**src/rtl/mips_fetch_unit_if.sv**
```systemverilog
// Fetch-stage bus bundle: imem handshake, IF/ID payload and resolve-stage feedback.
// The master side is the fetch unit; the slave side is imem plus the downstream pipe.
interface mips_fetch_unit_if #(
  parameter int unsigned ADDR_W = 32
);
  logic              imem_req;
  logic [ADDR_W-1:0] imem_addr;
  logic              imem_ready;
  logic [31:0]       imem_rdata;

  logic              fetch_valid;
  logic [ADDR_W-1:0] fetch_pc;
  logic [31:0]       fetch_instr;
  logic              fetch_pred_taken;
  logic [ADDR_W-1:0] fetch_pred_target;

  logic              res_valid;
  logic              res_is_branch;
  logic [ADDR_W-1:0] res_pc;
  logic              res_taken;
  logic [ADDR_W-1:0] res_target;
  logic              res_pred_taken;
  logic [ADDR_W-1:0] res_pred_target;

  modport master (
    output imem_req, imem_addr,
    input  imem_ready, imem_rdata,
    output fetch_valid, fetch_pc, fetch_instr, fetch_pred_taken, fetch_pred_target,
    input  res_valid, res_is_branch, res_pc, res_taken, res_target,
    input  res_pred_taken, res_pred_target
  );

  modport slave (
    input  imem_req, imem_addr,
    output imem_ready, imem_rdata,
    input  fetch_valid, fetch_pc, fetch_instr, fetch_pred_taken, fetch_pred_target,
    output res_valid, res_is_branch, res_pc, res_taken, res_target,
    output res_pred_taken, res_pred_target
  );
endinterface

```
**src/rtl/mips_fetch_unit.sv**
```systemverilog
// MIPS instruction-fetch stage: PC, imem handshake, bimodal BHT + BTB prediction,
// mispredict redirect/flush, stall hold and halt on HALT_OP.
module mips_fetch_unit #(
  parameter int unsigned       ADDR_W    = 32,
  parameter logic [ADDR_W-1:0] RESET_PC  = ADDR_W'(32'h1000),
  parameter int unsigned       IDX_W     = 4,
  parameter int unsigned       PRED_MODE = 1,
  parameter logic [5:0]        HALT_OP   = 6'h3f,
  parameter int unsigned       CNT_W     = 16
) (
  input  logic             clk,
  input  logic             rst,
  input  logic             stall,
  mips_fetch_unit_if.master bus,
  output logic             flush,
  output logic             halted,
  output logic [CNT_W-1:0] mispredictCnt
);
  localparam int unsigned ENTRIES = 1 << IDX_W;
  localparam int unsigned TAG_W   = ADDR_W - IDX_W - 2;

  typedef enum logic {S_FETCH, S_HALTED} state_t;

  state_t            state, stateNext;
  logic [ADDR_W-1:0] pc, pcNext;
  logic              fetchValid, fetchValidNext;
  logic [ADDR_W-1:0] fetchPc, fetchPcNext;
  logic [31:0]       fetchInstr, fetchInstrNext;
  logic              fetchPredTaken, fetchPredTakenNext;
  logic [ADDR_W-1:0] fetchPredTarget, fetchPredTargetNext;
  logic [CNT_W-1:0]  cntNext;

  logic [1:0]        bht       [ENTRIES];
  logic              btbValid  [ENTRIES];
  logic [TAG_W-1:0]  btbTag    [ENTRIES];
  logic [ADDR_W-1:0] btbTarget [ENTRIES];

  logic [IDX_W-1:0]  idx, resIdx;
  logic [TAG_W-1:0]  tag, resTag;
  logic              predTaken, mispredict;
  logic [ADDR_W-1:0] nextPc, correctPc;

  // Prediction on the current pc
  assign idx       = pc[IDX_W+1:2];
  assign tag       = pc[ADDR_W-1:IDX_W+2];
  assign predTaken = (PRED_MODE != 0) && bht[idx][1] && btbValid[idx] && (btbTag[idx] == tag);
  assign nextPc    = predTaken ? btbTarget[idx] : pc + ADDR_W'(4);

  // Resolve-stage check; a non-branch can carry a taken prediction through BTB aliasing
  assign resIdx     = bus.res_pc[IDX_W+1:2];
  assign resTag     = bus.res_pc[ADDR_W-1:IDX_W+2];
  assign mispredict = bus.res_is_branch
                    ? ((bus.res_taken != bus.res_pred_taken) ||
                       (bus.res_taken && (bus.res_target != bus.res_pred_target)))
                    : bus.res_pred_taken;
  assign correctPc  = (bus.res_is_branch && bus.res_taken) ? bus.res_target
                                                           : bus.res_pc + ADDR_W'(4);
  assign flush      = bus.res_valid && mispredict;

  assign bus.imem_req          = (state == S_FETCH) && !stall && !flush;
  assign bus.imem_addr         = pc;
  assign bus.fetch_valid       = fetchValid;
  assign bus.fetch_pc          = fetchPc;
  assign bus.fetch_instr       = fetchInstr;
  assign bus.fetch_pred_taken  = fetchPredTaken;
  assign bus.fetch_pred_target = fetchPredTarget;

  always_ff @(posedge clk or posedge rst) begin
    if (rst) begin
      state           <= S_FETCH;
      pc              <= RESET_PC;
      fetchValid      <= 1'b0;
      fetchPc         <= '0;
      fetchInstr      <= '0;
      fetchPredTaken  <= 1'b0;
      fetchPredTarget <= '0;
      halted          <= 1'b0;
      mispredictCnt   <= '0;
    end else begin
      state           <= stateNext;
      pc              <= pcNext;
      fetchValid      <= fetchValidNext;
      fetchPc         <= fetchPcNext;
      fetchInstr      <= fetchInstrNext;
      fetchPredTaken  <= fetchPredTakenNext;
      fetchPredTarget <= fetchPredTargetNext;
      halted          <= (stateNext == S_HALTED);
      mispredictCnt   <= cntNext;
    end
  end

  // Priority: flush > stall > fetch
  always_comb begin
    stateNext           = state;
    pcNext              = pc;
    fetchValidNext      = fetchValid;
    fetchPcNext         = fetchPc;
    fetchInstrNext      = fetchInstr;
    fetchPredTakenNext  = fetchPredTaken;
    fetchPredTargetNext = fetchPredTarget;
    cntNext             = mispredictCnt;
    if (flush) begin
      pcNext         = correctPc;
      fetchValidNext = 1'b0;
      stateNext      = S_FETCH;
      if (!(&mispredictCnt)) cntNext = mispredictCnt + CNT_W'(1);
    end else if (!stall) begin
      if (state == S_FETCH && bus.imem_ready) begin
        fetchValidNext      = 1'b1;
        fetchPcNext         = pc;
        fetchInstrNext      = bus.imem_rdata;
        fetchPredTakenNext  = predTaken;
        fetchPredTargetNext = nextPc;
        pcNext              = nextPc;
        if (bus.imem_rdata[31:26] == HALT_OP) stateNext = S_HALTED;
      end else begin
        fetchValidNext = 1'b0;
      end
    end
  end

  // Predictor training from resolved branches, independent of stall
  always_ff @(posedge clk or posedge rst) begin
    if (rst) begin
      for (int unsigned i = 0; i < ENTRIES; i++) begin
        bht[i]       <= 2'b01;
        btbValid[i]  <= 1'b0;
        btbTag[i]    <= '0;
        btbTarget[i] <= '0;
      end
    end else if (bus.res_valid && bus.res_is_branch) begin
      if (bus.res_taken) begin
        if (bht[resIdx] != 2'b11) bht[resIdx] <= bht[resIdx] + 2'b01;
        btbValid[resIdx]  <= 1'b1;
        btbTag[resIdx]    <= resTag;
        btbTarget[resIdx] <= bus.res_target;
      end else if (bht[resIdx] != 2'b00) begin
        bht[resIdx] <= bht[resIdx] - 2'b01;
      end
    end
  end
endmodule

```
**src/flat_wrapper.sv**
```systemverilog
// flat-port wrapper written by rule: the top's interface ports become plain ports
module mips_fetch_unit_flat 
#(
  parameter int unsigned       ADDR_W    = 32,
  parameter logic [ADDR_W-1:0] RESET_PC  = ADDR_W'(32'h1000),
  parameter int unsigned       IDX_W     = 4,
  parameter int unsigned       PRED_MODE = 1,
  parameter logic [5:0]        HALT_OP   = 6'h3f,
  parameter int unsigned       CNT_W     = 16
)
  (clk, rst, stall, flush, halted, mispredictCnt, bus_imem_req, bus_imem_addr, bus_imem_ready, bus_imem_rdata, bus_fetch_valid, bus_fetch_pc, bus_fetch_instr, bus_fetch_pred_taken, bus_fetch_pred_target, bus_res_valid, bus_res_is_branch, bus_res_pc, bus_res_taken, bus_res_target, bus_res_pred_taken, bus_res_pred_target);
  mips_fetch_unit_if #(.ADDR_W(ADDR_W)) bus_i ();
  input  logic clk;
  input  logic rst;
  input  logic stall;
  output logic flush;
  output logic halted;
  output logic [CNT_W-1:0] mispredictCnt;
  output wire logic [$bits(bus_i.imem_req)-1:0] bus_imem_req;
  output wire logic [$bits(bus_i.imem_addr)-1:0] bus_imem_addr;
  input wire logic [$bits(bus_i.imem_ready)-1:0] bus_imem_ready;
  input wire logic [$bits(bus_i.imem_rdata)-1:0] bus_imem_rdata;
  output wire logic [$bits(bus_i.fetch_valid)-1:0] bus_fetch_valid;
  output wire logic [$bits(bus_i.fetch_pc)-1:0] bus_fetch_pc;
  output wire logic [$bits(bus_i.fetch_instr)-1:0] bus_fetch_instr;
  output wire logic [$bits(bus_i.fetch_pred_taken)-1:0] bus_fetch_pred_taken;
  output wire logic [$bits(bus_i.fetch_pred_target)-1:0] bus_fetch_pred_target;
  input wire logic [$bits(bus_i.res_valid)-1:0] bus_res_valid;
  input wire logic [$bits(bus_i.res_is_branch)-1:0] bus_res_is_branch;
  input wire logic [$bits(bus_i.res_pc)-1:0] bus_res_pc;
  input wire logic [$bits(bus_i.res_taken)-1:0] bus_res_taken;
  input wire logic [$bits(bus_i.res_target)-1:0] bus_res_target;
  input wire logic [$bits(bus_i.res_pred_taken)-1:0] bus_res_pred_taken;
  input wire logic [$bits(bus_i.res_pred_target)-1:0] bus_res_pred_target;
  assign bus_imem_req = bus_i.imem_req;
  assign bus_imem_addr = bus_i.imem_addr;
  assign bus_i.imem_ready = bus_imem_ready;
  assign bus_i.imem_rdata = bus_imem_rdata;
  assign bus_fetch_valid = bus_i.fetch_valid;
  assign bus_fetch_pc = bus_i.fetch_pc;
  assign bus_fetch_instr = bus_i.fetch_instr;
  assign bus_fetch_pred_taken = bus_i.fetch_pred_taken;
  assign bus_fetch_pred_target = bus_i.fetch_pred_target;
  assign bus_i.res_valid = bus_res_valid;
  assign bus_i.res_is_branch = bus_res_is_branch;
  assign bus_i.res_pc = bus_res_pc;
  assign bus_i.res_taken = bus_res_taken;
  assign bus_i.res_target = bus_res_target;
  assign bus_i.res_pred_taken = bus_res_pred_taken;
  assign bus_i.res_pred_target = bus_res_pred_target;
  mips_fetch_unit #(.ADDR_W(ADDR_W), .RESET_PC(RESET_PC), .IDX_W(IDX_W), .PRED_MODE(PRED_MODE), .HALT_OP(HALT_OP), .CNT_W(CNT_W)) u_core (.clk(clk), .rst(rst), .stall(stall), .bus(bus_i), .flush(flush), .halted(halted), .mispredictCnt(mispredictCnt));
endmodule
```
**config.mk**
```make
export PLATFORM = sky130hd
export DESIGN_NAME = mips_fetch_unit_flat
export DESIGN_NICKNAME = d
export VERILOG_FILES = /design/src/rtl/mips_fetch_unit_if.sv /design/src/rtl/mips_fetch_unit.sv /design/src/flat_wrapper.sv
export SDC_FILE = /design/constraint.sdc
export NUM_CORES = 2
export LEC_CHECK = 0
export CORE_MARGIN = 5
export CORE_UTILIZATION = 53
export DETAILED_ROUTE_END_ITERATION = 12
export GPL_ROUTABILITY_DRIVEN = 0
export PLACE_DENSITY = 0.78
export SETUP_SLACK_MARGIN = 0.4
export SLEW_MARGIN = 20
export SYNTH_ARGS = -nofsm -noshare
export SYNTH_HDL_FRONTEND = slang
export SYNTH_SLANG_ARGS = --single-unit
```
**constraint.sdc**
```tcl
create_clock -name clk -period 111.1 [get_ports clk]
set_input_delay 33.33 -clock clk [delete_from_list [all_inputs] [get_ports clk]]
set_output_delay 33.33 -clock clk [all_outputs]
set_load 0.01 [all_outputs]
```
After elaboration in Yosys (flattened, before gate mapping). Cells that the tools add are included.

Bits of input ports: 136. Word-level logic and storage cells: 161. Register bits: 1123. Output and inout bits: 149.

Add/sub/neg operators: 5. $lt $le $gt $ge: 3. Bitwise gates (word level): 7. Equality and inequality tests: 7. Multiplexer cells: 43. Reduce and logical (&&, ||, !) cells: 24.

Operators with widths (count): $bwmux 512 (1); $bwmux 416 (1); $mux 32 (11); $bmux 32 s4 (1); $demux 32 s4 (1); $bmux 26 s4 (1); $demux 26 s4 (1); $mux 26 (3); $add 32x3->32 const B (2); $bwmux 32 (2); $ne 32x32->1 (1); $eq 26x26->1 (1); $add 16x1->16 const B (1); $bmux 2 s4 (2); $or 16x16->16 (1); $reduce_and 16->1 (1); $mux 1 (11); $ge 5x5->1 const B (2); $logic_and 1x1->1 (10); $mux 2 (5); $not 4->5 (2); $reduce_and 3->1 (3); $demux 2 s4 (1); $reduce_bool 2->1 (4); other kinds (13) (20).

Longest topological paths before layout.
Word-level depth: 10. Mapped depth: 15. Mapped depth without buffers: 11.

Worst setup path before layout. OpenSTA, ideal clock, no wires.

Path kind: input-to-output. Start point: in bus_res_target[22]. End point: out bus_imem_req. Path slack: 42.565 ns. Required time: 77.770 ns. Data arrival time: 35.205 ns. Cell stages on the path: 10. Buffers on the path: 4. Cell sequence: clkbuf_1 > xnor2_1 > nand4_1 > nor4_1 > nand3_1 > and2_1 > clkbuf_1 > clkbuf_1 > clkbuf_1 > nor3_1.

Longest elaborated chain between the ends: 7.

Ends and longest elaborated chain: start: declaration (RTL line flat_wrapper.sv:32) `input wire logic [$bits(bus_i.res_target)-1:0] bus_res_target;`; $ne 32x32->1 (RTL line mips_fetch_unit.sv:54) `(bus.res_taken && (bus.res_target != bus.res_pred_target)))`; $logic_and 1x1->1 (RTL line mips_fetch_unit.sv:54); $logic_or 1x1->1 (RTL line mips_fetch_unit.sv:53) `? ((bus.res_taken != bus.res_pred_taken) ||`; $mux 1 (RTL line mips_fetch_unit.sv:53); $logic_and 1x1->1 (RTL line mips_fetch_unit.sv:58) `assign flush = bus.res_valid && mispredict;`; net flush (RTL line flat_wrapper.sv:16) `output logic flush;`; $logic_not 1->1 (RTL line mips_fetch_unit.sv:60) `assign bus.imem_req = (state == S_FETCH) && !stall && !flush;`; $logic_and 1x1->1 (RTL line mips_fetch_unit.sv:60); end: declaration (RTL line flat_wrapper.sv:19) `output wire logic [$bits(bus_i.imem_req)-1:0] bus_imem_req;`.

The timed path passes the listed nets, and every way through them passes these cells.

Final worst setup path.
Start point: in bus_res_target[15]. End point: out bus_imem_req.

Longest elaborated chain between the ends: 7.

Ends and longest elaborated chain (RTL line): $ne 32x32->1 (mips_fetch_unit.sv:54); $logic_and 1x1->1 (mips_fetch_unit.sv:54); $logic_or 1x1->1 (mips_fetch_unit.sv:53); $mux 1 (mips_fetch_unit.sv:53); $logic_and 1x1->1 (mips_fetch_unit.sv:58); $logic_not 1->1 (mips_fetch_unit.sv:60); $logic_and 1x1->1 (mips_fetch_unit.sv:60).

Every way passes these cells.

==> impl_metrics.tcl <==
set metrics [dict create \
    crit_top_cell "clkdlybuf4s50_1" \
    dr.pass1.iters 7 \
    dp_hpwl_um 94800 \
    hold_slack_ps 469 \
    worst_slack_ps 40940 \
    combPwrFrac 0.217 \
    area_delta_synth_final_pct 14.6 \
    crit_arrival_ps 36830 \
    yosysUniqueCellTypes 73 \
    p_clk_frac 0.340 \
    power_frac_seq 0.443 \
    drtAntennaViolNets 0 \
    grt_pass1_vias 35700 \
    via_per_inst 6.42 \
    clock_skew_ps 16.8 \
    ctsResizeCount 0 \
    crit_fanout 18 \
    timing.rr.end "u_core.bus.fetch_pred_target[2]$_DFFE_PP0P_" \
    hold_path.class "reg2reg" \
    crit_type "in2out" \
    cts_setup_buffers 0 \
    syn_area_sq_um 52700 \
    yosysSeqAreaShare 0.534 \
    ir_drop_mv 0.0154 \
    ios 285 \
    drive_gt1_frac 0.368 \
    max_freq_mhz 14.3 \
    grt_max_degree 185 \
    rows 115 \
    worst_path_max_delay_cell "xnor2_1" \
    reg2reg_from "u_core.bus.imem_addr[3]$_DFFE_PP0P_" \
    p_sw_uw 331 \
    multi_input_area_sq_um 23000 \
    synth_warnings 0 \
    clock_sinks 1123 \
    grt_pass1_wl_um 233000 \
    synth-seq-cells 1123 \
    power.internal_uw 825 \
    synth-main-ff-cell "dfrtp_1" \
    syn_area_per_cell_sq_um 13.7 \
    maxCapViolations 0 \
    dieArea_sq_um 106000 \
    start_util 0.534 \
    io_buffers 284 \
    max_slew_margin 0.210 \
    synth_area_leaders "dfrtp_1 53%, mux2_2 19%, mux4_2 11%" \
    p_total_mw 1.16 \
    numCtsBuffers 116 \
    ff2ff_path_depth 10 \
    power.density_nw_per_um2 19.2 \
    tightest_slew_ps 1180 \
    grt_use_total 0.291 \
    cts_root_buffer "clkbuf_16" \
    critical_path.max_stage_delay_ps 870 \
    hold_viol 0 \
    wire_per_inst_um 28.9 \
    design_area_sq_um 60300 \
    holdPathEnd "u_core.btbValid[0]$_DFFE_PP0P_" \
    cts_tree "done" \
    required_ps 77770 \
    cts_max_path_buffers 3 \
    p_sw_frac 0.286 \
    yosys.area.top_type "dfrtp_1" \
    path_clk_slew_ps 60 \
    yosysMostFrequentCell "dfrtp_1" \
    finalSetupTns_ps 0 \
    cp_cell_sequence "clkdlybuf4s50_1, xnor2_1, nand4_1, nor4_1, nand3_1, and2_4, nor3_1, clkdlybuf4s50_1" \
    grt_overflow 0 \
    min_from "u_core.btbValid[0]$_DFFE_PP0P_" \
    cp-start-kind "primary input" \
    period_minus_slack_ps 70160 \
    netlist_instances 3854 \
    die_w_um 325 \
    synth_commonest_cells "1106 x dfrtp_1, 890 x mux2_2, 385 x nand2_1" \
    timing.final.crit_share 0.631 \
    ff2ff_setup_slack_ps 105060 \
    hold-path-cell-count 1 \
    setup_viol 0 \
    cp-end-kind "output port" \
    synth_top_cell_area_share 0.526 \
    synth_nets 3998 \
    wirelength_um 155000 \
    place_ws_ps 40840 \
    critPathLaunch "bus_res_target[15]" \
    rsz0062_at_grt "false" \
    drc 0 \
    synth_edf_count 0 \
    dr.first_iter.drc_count 3450 \
    insertion_delay_ps 700 \
    nets 4118 \
    fp.dieH_um 325 \
    fill_cells 7273 \
    antenna_found_initial 9 \
    holdBufCountCts 0 \
    dr_total_vias 34400 \
    status "complete, no violations" \
    async_reset_ff_frac 1.00 \
    h-tree-depth 3 \
    cellLeakagePower_nw 27.7 \
    finalMaxSlewViolations 0 \
    core-area_sq_um 98600 \
    regArea_sq_um 28100 \
    placed_area_sq_um 56400 \
]
==> sequential cells by signal, summed over array words and instances (netlist names), named ones only <==
| register | count |
|---|---|
| u_core.mispredictCnt | 16 |
| u_core.bus.fetch_pred_target | 32 |
| u_core.btbTag | 416 |
| u_core.btbTarget | 512 |
| u_core.bus.fetch_pc | 32 |
| u_core.halted | 1 |
| u_core.bus.fetch_valid | 1 |
| u_core.bht | 16 |
| u_core.btbValid | 16 |
| u_core.bus.fetch_instr | 32 |
| u_core.bus.imem_addr | 32 |
| u_core.bus.fetch_pred_taken | 1 |
==> per-layer routing <==
layer	vias to the layer above	routed length, um	track usage
met5	-	73	0
met4	10	6650	0.111
met3	404	15300	0.0855
met2	1634	71500	0.450
met1	18200	61400	0.393
li1	14200	-	-
==> cells in the final DEF (no fill, tap or decap), types with 43 or more instances in the layout <==
cell	instances
clkbuf_16	118
clkdlybuf4s50_1	284
mux4_2	263
dfrtp_1	1102
o21ai_0	142
nand3_1	53
xnor2_1	108
nand2_1	370
buf_4	80
nor3_1	43
nor2_1	49
mux2_2	890
mux2i_1	64
==> logic make-up (layout without fill, tap and decap cells) <==
group                      count (synthesis)  count (layout)  synth area share
AOI/OAI and AO/OA                        302             302            0.0350
xor gates and xnor gates                 139             139            0.0231
adders and majority gates                  8               8           0.00190
buffers and inverters                    390             606            0.0317
DFF                                     1123            1123             0.534
muxes                                   1217            1217             0.315
other                                      0               3                 0
and+or+nand+nor                          675             675            0.0592
==> worst max path at each step <==
stage,endpoint
floorplan,bus_imem_req
global placement,bus_imem_req
detailed placement,bus_imem_req
CTS,bus_imem_req
global route,bus_imem_req
finish,bus_imem_req
==> power by group through the flow <==
| stage | Sequential [mW] | Combinational, mW | Clock, mW |
|---|---|---|---|
| 6_report | 0.513 | 0.251 | 0.393 |
| 3_3_place_gp | 0.514 | 0.243 | 0 |
| 3_5_place_dp | 0.517 | 0.248 | 0 |
| 2_1_floorplan | 0.506 | 0.169 | 0 |
| 4_1_cts | 0.511 | 0.250 | 0.397 |
| 5_1_grt | 0.518 | 0.267 | 0.413 |
==> cell type report <==
cell class                 count  share of cell area
antenna                        3            0.000124
clock inverter                40             0.00678
sequential                  1123               0.466
multi-input combinational   2341               0.382
inverter                      20             0.00141
clock buffer                 174              0.0571
tap                         1287              0.0267
timing repair buffer         372              0.0595
==> worst max-delay path: cells and delay by family <==
kind	cells	cell delay [ps]
xor gates and xnor gates	1	870
buffers and inverters	2	1340
and+or+nand+nor	5	1280
==> stage by stage <==
| step | instances | utilization |
|---|---|---|
| 3_3_place_gp | 5141 | 0.572 |
| 5_1_grt | 5358 | 0.612 |
| 2_1_floorplan | 3854 | - |
| 4_1_cts | 5355 | 0.611 |
| 3_5_place_dp | 5141 | 0.572 |
| 6_report | 5360 | 0.612 |
(Power assumes the default switching activity.)
